--- src/rtl/uart_host_ctrl.sv ---
// uart_host_ctrl: host-side sequencer for uart_top covering TX FIFO push and frame launch, RX commit and egress, and error statistics.
// Build option UART_HOST_ERR_FILTER_EN drops RX frames flagged with framing/parity errors instead of committing them.
module uart_host_ctrl #(
    parameter int data_wd = 8,
    parameter int cnt_wd  = 8,
    parameter int tx_gap  = 0
) (
    input  logic               clk,
    input  logic               rst_n,
    input  logic               rx_en,
    input  logic [data_wd-1:0] s_data,
    input  logic               s_valid,
    output logic               s_ready,
    output logic [data_wd-1:0] m_data,
    output logic               m_valid,
    input  logic               m_ready,
    input  logic               tx_full,
    input  logic               tx_empty,
    input  logic               rx_full,
    input  logic               rx_empty,
    input  logic               tx_done,
    input  logic               tx_busy,
    input  logic               rx_done,
    input  logic               framing_error_flag,
    input  logic               parity_error_flag,
    input  logic [data_wd-1:0] dout,
    output logic [data_wd-1:0] din,
    output logic               tx_wr_en,
    output logic               tx_rd_en,
    output logic               rx_wr_en,
    output logic               rx_rd_en,
    output logic               tx_start,
    output logic               rx_start,
    output logic [cnt_wd-1:0]  frm_err_cnt,
    output logic [cnt_wd-1:0]  par_err_cnt,
    output logic [cnt_wd-1:0]  ovf_cnt
);
    typedef enum logic [2:0] {T_IDLE, T_POP, T_LOAD, T_START, T_BUSY, T_GAP} tx_state_t;
    localparam int gw = tx_gap > 1 ? $clog2(tx_gap) : 1;

    tx_state_t     tx_state;
    logic [gw-1:0] gap_cnt;
    logic          rd_pend;
    logic          err_drop;

`ifdef UART_HOST_ERR_FILTER_EN
    assign err_drop = framing_error_flag | parity_error_flag;
`else
    assign err_drop = 1'b0;
`endif

    // Combinational strobes are gated by rst_n so nothing leaks out while reset is held.
    assign s_ready  = rst_n & ~tx_full;
    assign tx_wr_en = s_valid & s_ready;
    assign din      = s_data;
    assign rx_wr_en = rst_n & rx_done & ~rx_full & ~err_drop;
    assign rx_rd_en = rst_n & (~m_valid | m_ready) & ~rx_empty & ~rd_pend;

    always_ff @(posedge clk or negedge rst_n) begin
        if (!rst_n) begin
            tx_state <= T_IDLE;
            gap_cnt  <= '0;
            tx_rd_en <= 1'b0;
            tx_start <= 1'b0;
        end else begin
            tx_rd_en <= 1'b0;
            tx_start <= 1'b0;
            case (tx_state)
                T_IDLE:  if (~tx_empty & ~tx_busy) begin
                             tx_state <= T_POP;
                             tx_rd_en <= 1'b1;
                         end
                T_POP:   tx_state <= T_LOAD;
                T_LOAD:  begin
                             tx_state <= T_START;
                             tx_start <= 1'b1;
                         end
                T_START: tx_state <= T_BUSY;
                T_BUSY:  if (tx_done) begin
                             tx_state <= tx_gap > 0 ? T_GAP : T_IDLE;
                             gap_cnt  <= '0;
                         end
                T_GAP:   begin
                             gap_cnt <= gap_cnt + 1'b1;
                             if (gap_cnt == gw'(tx_gap - 1)) tx_state <= T_IDLE;
                         end
                default: tx_state <= T_IDLE;
            endcase
        end
    end

    // rd_pend marks the cycle in which dout carries the byte popped on the previous cycle.
    always_ff @(posedge clk or negedge rst_n) begin
        if (!rst_n) begin
            rx_start    <= 1'b0;
            rd_pend     <= 1'b0;
            m_valid     <= 1'b0;
            m_data      <= '0;
            frm_err_cnt <= '0;
            par_err_cnt <= '0;
            ovf_cnt     <= '0;
        end else begin
            rx_start <= rx_en;
            rd_pend  <= rx_rd_en;
            if (rd_pend) begin
                m_data  <= dout;
                m_valid <= 1'b1;
            end else if (m_ready) begin
                m_valid <= 1'b0;
            end
            if (rx_done & rx_full & ~&ovf_cnt) ovf_cnt <= ovf_cnt + 1'b1;
            if (rx_done & framing_error_flag & ~&frm_err_cnt) frm_err_cnt <= frm_err_cnt + 1'b1;
            if (rx_done & parity_error_flag & ~&par_err_cnt) par_err_cnt <= par_err_cnt + 1'b1;
        end
    end
endmodule

--- config.mk ---
export PLATFORM = sky130hd
export DESIGN_NAME = uart_host_ctrl
export DESIGN_NICKNAME = d
export VERILOG_FILES = /design/src/rtl/uart_host_ctrl.sv
export SDC_FILE = /design/constraint.sdc
export NUM_CORES = 1
export LEC_CHECK = 0
export ABC_CLOCK_PERIOD_IN_PS = 2800
export CAP_MARGIN = 20
export CORE_UTILIZATION = 48
export CTS_BUF_LIST = sky130_fd_sc_hd__clkbuf_2 sky130_fd_sc_hd__clkbuf_4 sky130_fd_sc_hd__clkbuf_8
export DETAILED_ROUTE_END_ITERATION = 8
export HOLD_SLACK_MARGIN = 0.06
export PLACE_DENSITY = 0.95
export SYNTH_ARGS = -nofsm -noshare
export SYNTH_HDL_FRONTEND = slang
export SYNTH_SLANG_ARGS = --single-unit
--- constraint.sdc ---
create_clock -name clk -period 2.8 [get_ports clk]
set_input_delay 0.28 -clock clk [delete_from_list [all_inputs] [get_ports clk]]
set_output_delay 0.28 -clock clk [all_outputs]
set_load 0.02 [all_outputs]
# After elaboration in Yosys (flattened, before gate mapping)
# Cells that the tools add are included.
[totals]
word_cells = 67
input_bits = 30
register_bits = 41
output_inout_bits = 48
[classes]
add_sub_neg = 4
n_eq_ne = 8
n_reduce_logical = 11
muxes = 11
n_bitwise = 22
[ops]
columns = ["cell", "n"]
rows = [
  ["$add A8 B1 Y8 const B", 3],
  ["$reduce_and A8 Y1", 3],
  ["$pmux W3 S6", 1],
  ["$and A1 B1 Y1", 14],
  ["$mux W3", 3],
  ["$not A1 Y1", 7],
  ["$eq A3 B2 Y1 const B", 2],
  ["$eq A3 B3 Y1 const B", 2],
  ["$mux W1", 6],
  ["$ne A2 B2 Y1 const B", 3],
  ["$reduce_bool A2 Y1", 2],
  ["$eq A3 B1 Y1 const B", 1],
  ["$logic_not A1 Y1", 3],
  ["$logic_not A3 Y1", 1],
  ["$reduce_and A3 Y1", 1],
  ["$pmux W1 S2", 1],
  ["$reduce_and A2 Y1", 1],
  ["$add A1 B1 Y1 const B", 1],
  ["$or A1 B1 Y1", 1],
]

# Depth between registers and ports, before layout
# Gate-level depths: netlist of the first run.
[logic_depth]
depth_word = 5
mapped_depth = 5
mapped_depth_nobuf = 5

# Least setup slack after synthesis of the first run
# Ideal clock, no wire load.
[synth_path]
path_type = "register to register"
startpoint = "register par_err_cnt[0]"
endpoint = "register par_err_cnt[1]"
stages_incl_launch_ff = 6
period_less_slack_ns = 1.635
setup_slack_ns = 1.165
path_buffers = 0
arrival_ns = 1.511
setup_ns = 0.125
required_time_ns = 2.675
cell_sequence = "dfrtp_1 -> ha_1 -> nand3_1 -> nand2b_1 -> nand3_1 -> mux2_2"
[synth_between]
elab_chain_cells = 3
elab_cells_between_ends = 4
cone_classes = "1 x add/sub; 1 x bitwise; 2 x reduce/logical"
[synth_lines]
columns = ["element", "line_no", "source"]
rows = [
  ["from (decl)", "35", "output logic [cnt_wd-1:0] par_err_cnt,"],
  ["from (signal assigned)", "113", "if (rx_done & parity_error_flag & ~&par_err_cnt) par_err_cnt <= par_err_cnt + 1'b1;"],
  ["branches (longest 3 deep; another with $add A8 B1 Y8)", "--", ""],
]
# Several ways; the timed one is not identified.
# A chain may end at the register's enable or synchronous reset.

# Worst setup path in the final report of the first run
[layout_path]
startpoint = "input rst_n"
endpoint = "output rx_rd_en"
[layout_between]
elab_chain_cells = 3
[layout_lines]
columns = ["element", "line_no", "source"]
rows = [
  ["from (decl)", "9", "input logic rst_n,"],
  ["$and A1 B1 Y1 (3 in series)", "57", "assign rx_rd_en = rst_n & (~m_valid | m_ready) & ~rx_empty & ~rd_pend;"],
  ["to (decl)", "31", "output logic rx_rd_en,"],
]
# No other way between the ends.

==> results of run 1 <==
==> sequential cells by signal, indices dropped and copies added (netlist names) <==
register	cells
rx_start	1
tx_state	3
tx_rd_en	1
m_valid	1
m_data	8
ovf_cnt	8
frm_err_cnt	8
par_err_cnt	8
tx_start	1
gap_cnt	1
rd_pend	1
==> per-layer routing <==
metal | GRT usage | vias up
met5 | 0 | -
met4 | 0.0806 | 0
met3 | 0.0775 | 12
met2 | 0.340 | 76
met1 | 0.213 | 702
li1 | - | 703
==> cells by family after synthesis <==
family                   synth area share
AO/OA/AOI/OAI                      0.0601
XOR/XNOR                           0.0462
adder cells (fa/ha/maj)            0.0198
buffers and inverters              0.0436
flip-flops                          0.541
multiplexers                        0.103
AND/OR/NAND/NOR                     0.186
==> stage by stage <==
stage	instance area (µm²)	power, mW	utilization	setup WS [ns]
3_3_place_gp	2490	1.94	0.671	0.745
6_report	2590	2.36	0.698	0.462
2_1_floorplan	1900	1.51	-	1.16
4_1_cts	2590	2.38	0.698	0.446
3_5_place_dp	2490	1.98	0.671	0.670
5_1_grt	2590	2.50	0.698	0.319
==> power breakdown <==
group	leakage (nW)	internal [mW]	total (mW)	switching (mW)
Sequential	0.510	0.783	1.02	0.234
Clock	0.0498	0.206	0.394	0.188
Combinational	0.545	0.499	0.944	0.445
Total	1.11	1.49	2.36	0.868
==> synthesized netlist by cell type, types with 2 or more instances <==
cell      instances  share of area
nand2b_1          4          0.013
o21ai_0           3         0.0079
nand4_1           5          0.017
mux2_2           14          0.083
nor2b_1           2         0.0066
a31oi_1           5          0.017
nor3_1            4          0.011
ha_1              3          0.020
and4_1            2         0.0092
xnor2_1           9          0.042
inv_1             2         0.0040
nor2_1           12          0.024
nand2_1          18          0.036
and2_1            2         0.0066
dfrtp_1          41           0.54
mux2_1            2          0.012
a21oi_1           4          0.011
buf_4             8          0.032
nand3_1           8          0.021
==> final timing paths <==
path | startpoint | end | slack [ns] | cells after the start
worst min-delay path | rst_n | m_valid$_DFFE_PN0P_ | 0.40 | 2
worst max-delay path | rst_n | rx_rd_en | 0.46 | 4
worst max register to register | par_err_cnt[0]$_DFFE_PN0P_ | par_err_cnt[1]$_DFFE_PN0P_ | 1.14 | 5
max in group asynchronous | rst_n | ovf_cnt[3]$_DFFE_PN0P_ | 1.72 | 3
worst min register to register | m_data[3]$_DFFE_PN0P_ | m_data[3]$_DFFE_PN0P_ | 0.51 | 1
min in group clk | rx_en | rx_start$_DFF_PN0_ | 0.42 | 1
==> area by class of cell <==
type,count,area (µm²),share of cell area
clock buffers,8,91.3,0.0352
inverters,2,7.51,0.00289
multi-input cells,114,787,0.303
flip-flops and latches,41,1030,0.395
well taps,48,60.1,0.0231
repair buffers,63,623,0.240
==> flow_summary.json, run 1 <==
{
  "dieArea_mm2": 0.00420,
  "cts-root-buf": "clkbuf_8",
  "avgViaCountPerCell": 5.41,
  "tightest_slew_ns": 0.375,
  "placed_cells": 267,
  "worst_clock_skew_ns": 0.0111,
  "initial_core_util": 0.510,
  "maxUsedRoutingLayer": "met4",
  "final-setup-viol-count": 0,
  "finalWeightedCongestion": 0.828,
  "die_w_um": 64.8,
  "min_path_type": "in -> async",
  "dr.pass1.iters": 4,
  "cp_max_fo": 15,
  "timing.final.crit_share": 0.835,
  "die_h_um": 64.8,
  "grt_max_degree": 31,
  "area_growth_syn_to_layout_pct": 36.9,
  "cts_tree": "done",
  "hold_viol_final": 0,
  "crit_chain": "dlygate4sd3_1, buf_2, nor3b_1, clkdlybuf4s50_1",
  "core_mm2": 0.00372,
  "wl_met3_um": 353,
  "drv_cap": 0,
  "yosysSeqAreaShare": 0.541,
  "grt_pass1_wl_um": 6220,
  "drive_above_1_share": 0.132,
  "overflow": 0,
  "wl_per_cell_um": 13.6,
  "crit_path_end_kind": "primary output",
  "port_buffers": 61,
  "nets": 260,
  "fin_crit_ns": 2.34,
  "cts_hold_buf": 1,
  "drcViolationCount": 0,
  "syn_inst": 167,
  "layout_common_cells": "clkdlybuf4s50_1 (60), dfrtp_1 (41), nand2_1 (18)",
  "clock_sink_count": 41,
  "rsz0062_at_grt": "false",
  "yosysUniqueCellTypes": 38,
  "dr_total_vias": 1493,
  "slew_violations": 0,
  "crit_path_max_incr_delay_ns": 0.66,
  "clock.fmax_mhz": 428,
  "layout_commonest_cell": "clkdlybuf4s50_1",
  "cts_buffers": 5,
  "critPathTopFamily": "buffers and inverters",
  "syn_nets": 200,
  "whs_ns": 0.397,
  "p_per_area_mw_per_mm2": 908,
  "htreeDepth": 2,
  "ir_drop_v": 0.000530,
  "ys_warn_count": 0,
  "fill_cells": 292,
  "crit_arrival_ns": 2.06,
  "worst-setup-path-type": "in -> out",
  "synth-edff-count": 0,
  "synthArstFlopShare": 1.00,
  "start_kind": "primary input",
  "path_clk_slew_ns": 0.07,
  "crit_buf_inv": 3,
  "fin_cells": 276,
  "crit_required_ns": 2.52,
  "clockBufferDepth": 2,
  "cp_slowest_cell": "clkdlybuf4s50_1",
  "status": "finished clean",
  "groute.usage.overall": 0.197,
  "post_cts_buffers": 0,
  "io_pins": 78,
  "avgSynthCellArea_um2": 11.4,
  "grt_pass1_vias": 1434,
  "ys_ff_latch": 41,
  "drt-initial-drc-count": 70,
  "max-slew-margin-rel": 0.750,
  "diodes": 0,
  "antenna_found_initial": 0,
  "dr_wl_met2_um": 1800,
  "place_hpwl_um": 2810,
  "antenna_left": 0,
  "leakage_nw": 1.11,
  "rows": 22,
  "worstSkewPairLatency_ns": 0.30,
  "synthFlopType": "dfrtp_1",
  "setup-tns-final_ns": 0,
  "wl_met1_um": 1520,
  "wl_um": 3760,
  "synth_area_mm2": 0.00190,
  "cts_resized": 0
}
Power figures use the tool's default switching activity.
==> run 2: changes to the inputs <==
- ABC_CLOCK_PERIOD_IN_PS: 2800 -> 2240
- CORE_UTILIZATION: 48 -> 44
- PLACE_DENSITY: 0.95 -> 0.92
- clock period: 2.8 -> 2.24 ns (I/O delays scaled with it)
==> flow_summary.json, run 2 (synthesis gave the netlist of run 1 again) <==
{
  "place_area_mm2": 0.00250,
  "layout_commonest_cell": "clkdlybuf4s50_1",
  "core_mm2": 0.00406,
  "placed_cells": 269,
  "cts_tree": "done",
  "status": "finished clean",
  "cp_max_fo": 15,
  "clockBufferDepth": 2,
  "groute.usage.overall": 0.176,
  "ir_drop_v": 0.000813,
  "place_hpwl_um": 2610,
  "leakage_nw": 1.11,
  "worst-setup-path-type": "in -> out",
  "dr_total_vias": 1449,
  "p_per_area_mw_per_mm2": 1120,
  "port_buffers": 61,
  "crit_path_max_incr_delay_ns": 0.59,
  "start_kind": "primary input",
  "register_area_mm2": 0.00103,
  "post_cts_buffers": 0,
  "cp_slowest_cell": "clkdlybuf4s50_1",
  "slew_violations": 0,
  "overflow": 0,
  "path_clk_slew_ns": 0.08,
  "nets": 260,
  "grt_max_degree": 31,
  "io_pins": 78,
  "timing.final.crit_share": 0.943,
  "die_h_um": 67.6,
  "clock.fmax_mhz": 473,
  "clock_sink_count": 41,
  "dieArea_mm2": 0.00457,
  "min_path_type": "in -> async",
  "antenna_left": 0,
  "crit_arrival_ns": 1.89,
  "whs_ns": 0.332,
  "die_w_um": 67.6,
  "antenna_found_initial": 0,
  "max-slew-margin-rel": 0.743,
  "drcViolationCount": 0,
  "htreeDepth": 2,
  "fin_crit_ns": 2.11,
  "initial_core_util": 0.467,
  "diodes": 0,
  "pre_cts_slack_ns": 0.243,
  "finalWeightedCongestion": 0.828,
  "utilization": 0.641,
  "cts-root-buf": "clkbuf_8",
  "drt-initial-drc-count": 71,
  "fin_cells": 278,
  "tightest_slew_ns": 0.385,
  "worst_clock_skew_ns": 0.00155,
  "drv_cap": 0,
  "wl_per_cell_um": 12.9,
  "drive_above_1_share": 0.132,
  "worstSkewPairLatency_ns": 0.29,
  "crit_chain": "dlygate4sd3_1, clkbuf_4, nor2b_1, and2_1, clkdlybuf4s50_1",
  "avgViaCountPerCell": 5.21,
  "cts_buffers": 5,
  "multi_input_area_um2": 787,
  "rows": 23,
  "rsz0062_at_grt": "false",
  "crit_required_ns": 2.02,
  "power_mw": 2.92,
  "grt_pass1_wl_um": 5940,
  "dr.pass1.iters": 4,
  "wl_um": 3590,
  "area_growth_syn_to_layout_pct": 37.3,
  "fin_ws_ns": 0.128,
  "fin_area_mm2": 0.00260,
  "crit_path_end_kind": "primary output",
  "hold_viol_final": 0,
  "setup-tns-final_ns": 0,
  "fill_cells": 334,
  "layout_common_cells": "clkdlybuf4s50_1 (59), dfrtp_1 (41), nand2_1 (18)",
  "grt_pass1_vias": 1405,
  "final-setup-viol-count": 0
}
run 2: where the power goes:
part           internal [mW]  switching [mW]
logic                  0.623           0.555
registers              0.979           0.284
clock network          0.231           0.251
total                   1.83            1.09
run 2: layout make-up:
cell class,instances,area share
clock buffer,6,0.0293
clock inverter,2,0.00577
inverter,2,0.00288
multi-input combinational,114,0.302
sequential,41,0.394
tap,50,0.0240
timing repair buffer,63,0.241
run 2: final timing paths:
check	from	slack, ns	endpoint	cells past startpoint
max	rst_n	0.13	tx_wr_en	5
max in group asynchronous	rst_n	1.29	ovf_cnt[5]$_DFFE_PN0P_	3
min	rst_n	0.33	rx_start$_DFF_PN0_	2
max reg2reg	par_err_cnt[0]$_DFFE_PN0P_	0.58	par_err_cnt[1]$_DFFE_PN0P_	5
min in group clk	rx_en	0.37	rx_start$_DFF_PN0_	1
min reg2reg	m_data[4]$_DFFE_PN0P_	0.51	m_data[4]$_DFFE_PN0P_	1
run 2: layer usage:
layer,routed length (µm),vias to the layer above,share of wire,GRT usage
li1,-,700,-,-
met1,1610,685,0.45,0.209
met2,1620,57,0.45,0.285
met3,311,7,0.087,0.0541
met4,49,0,0.014,0.0904
met5,0,-,0,0
run 2: timing repair:
| item | CTS | global route |
|---|---|---|
| gates resized for setup | 0 | 2 |
| hold buffers | 1 | 0 |
| setup endpoints to repair | 0 | 2 |
| hold endpoints to repair | 11 | 0 |
run 2: worst max-delay path, delay by kind of cell:
| kind | cells | cell delay (ns) |
|---|---|---|
| buf+inv | 3 | 1.35 |
| simple gates | 2 | 0.30 |
==> run 3: changes to the inputs <==
- CAP_MARGIN: 20 -> unset
==> results of run 3 <==
The final DEF is identical to that of run 2; final timing and power are the same.
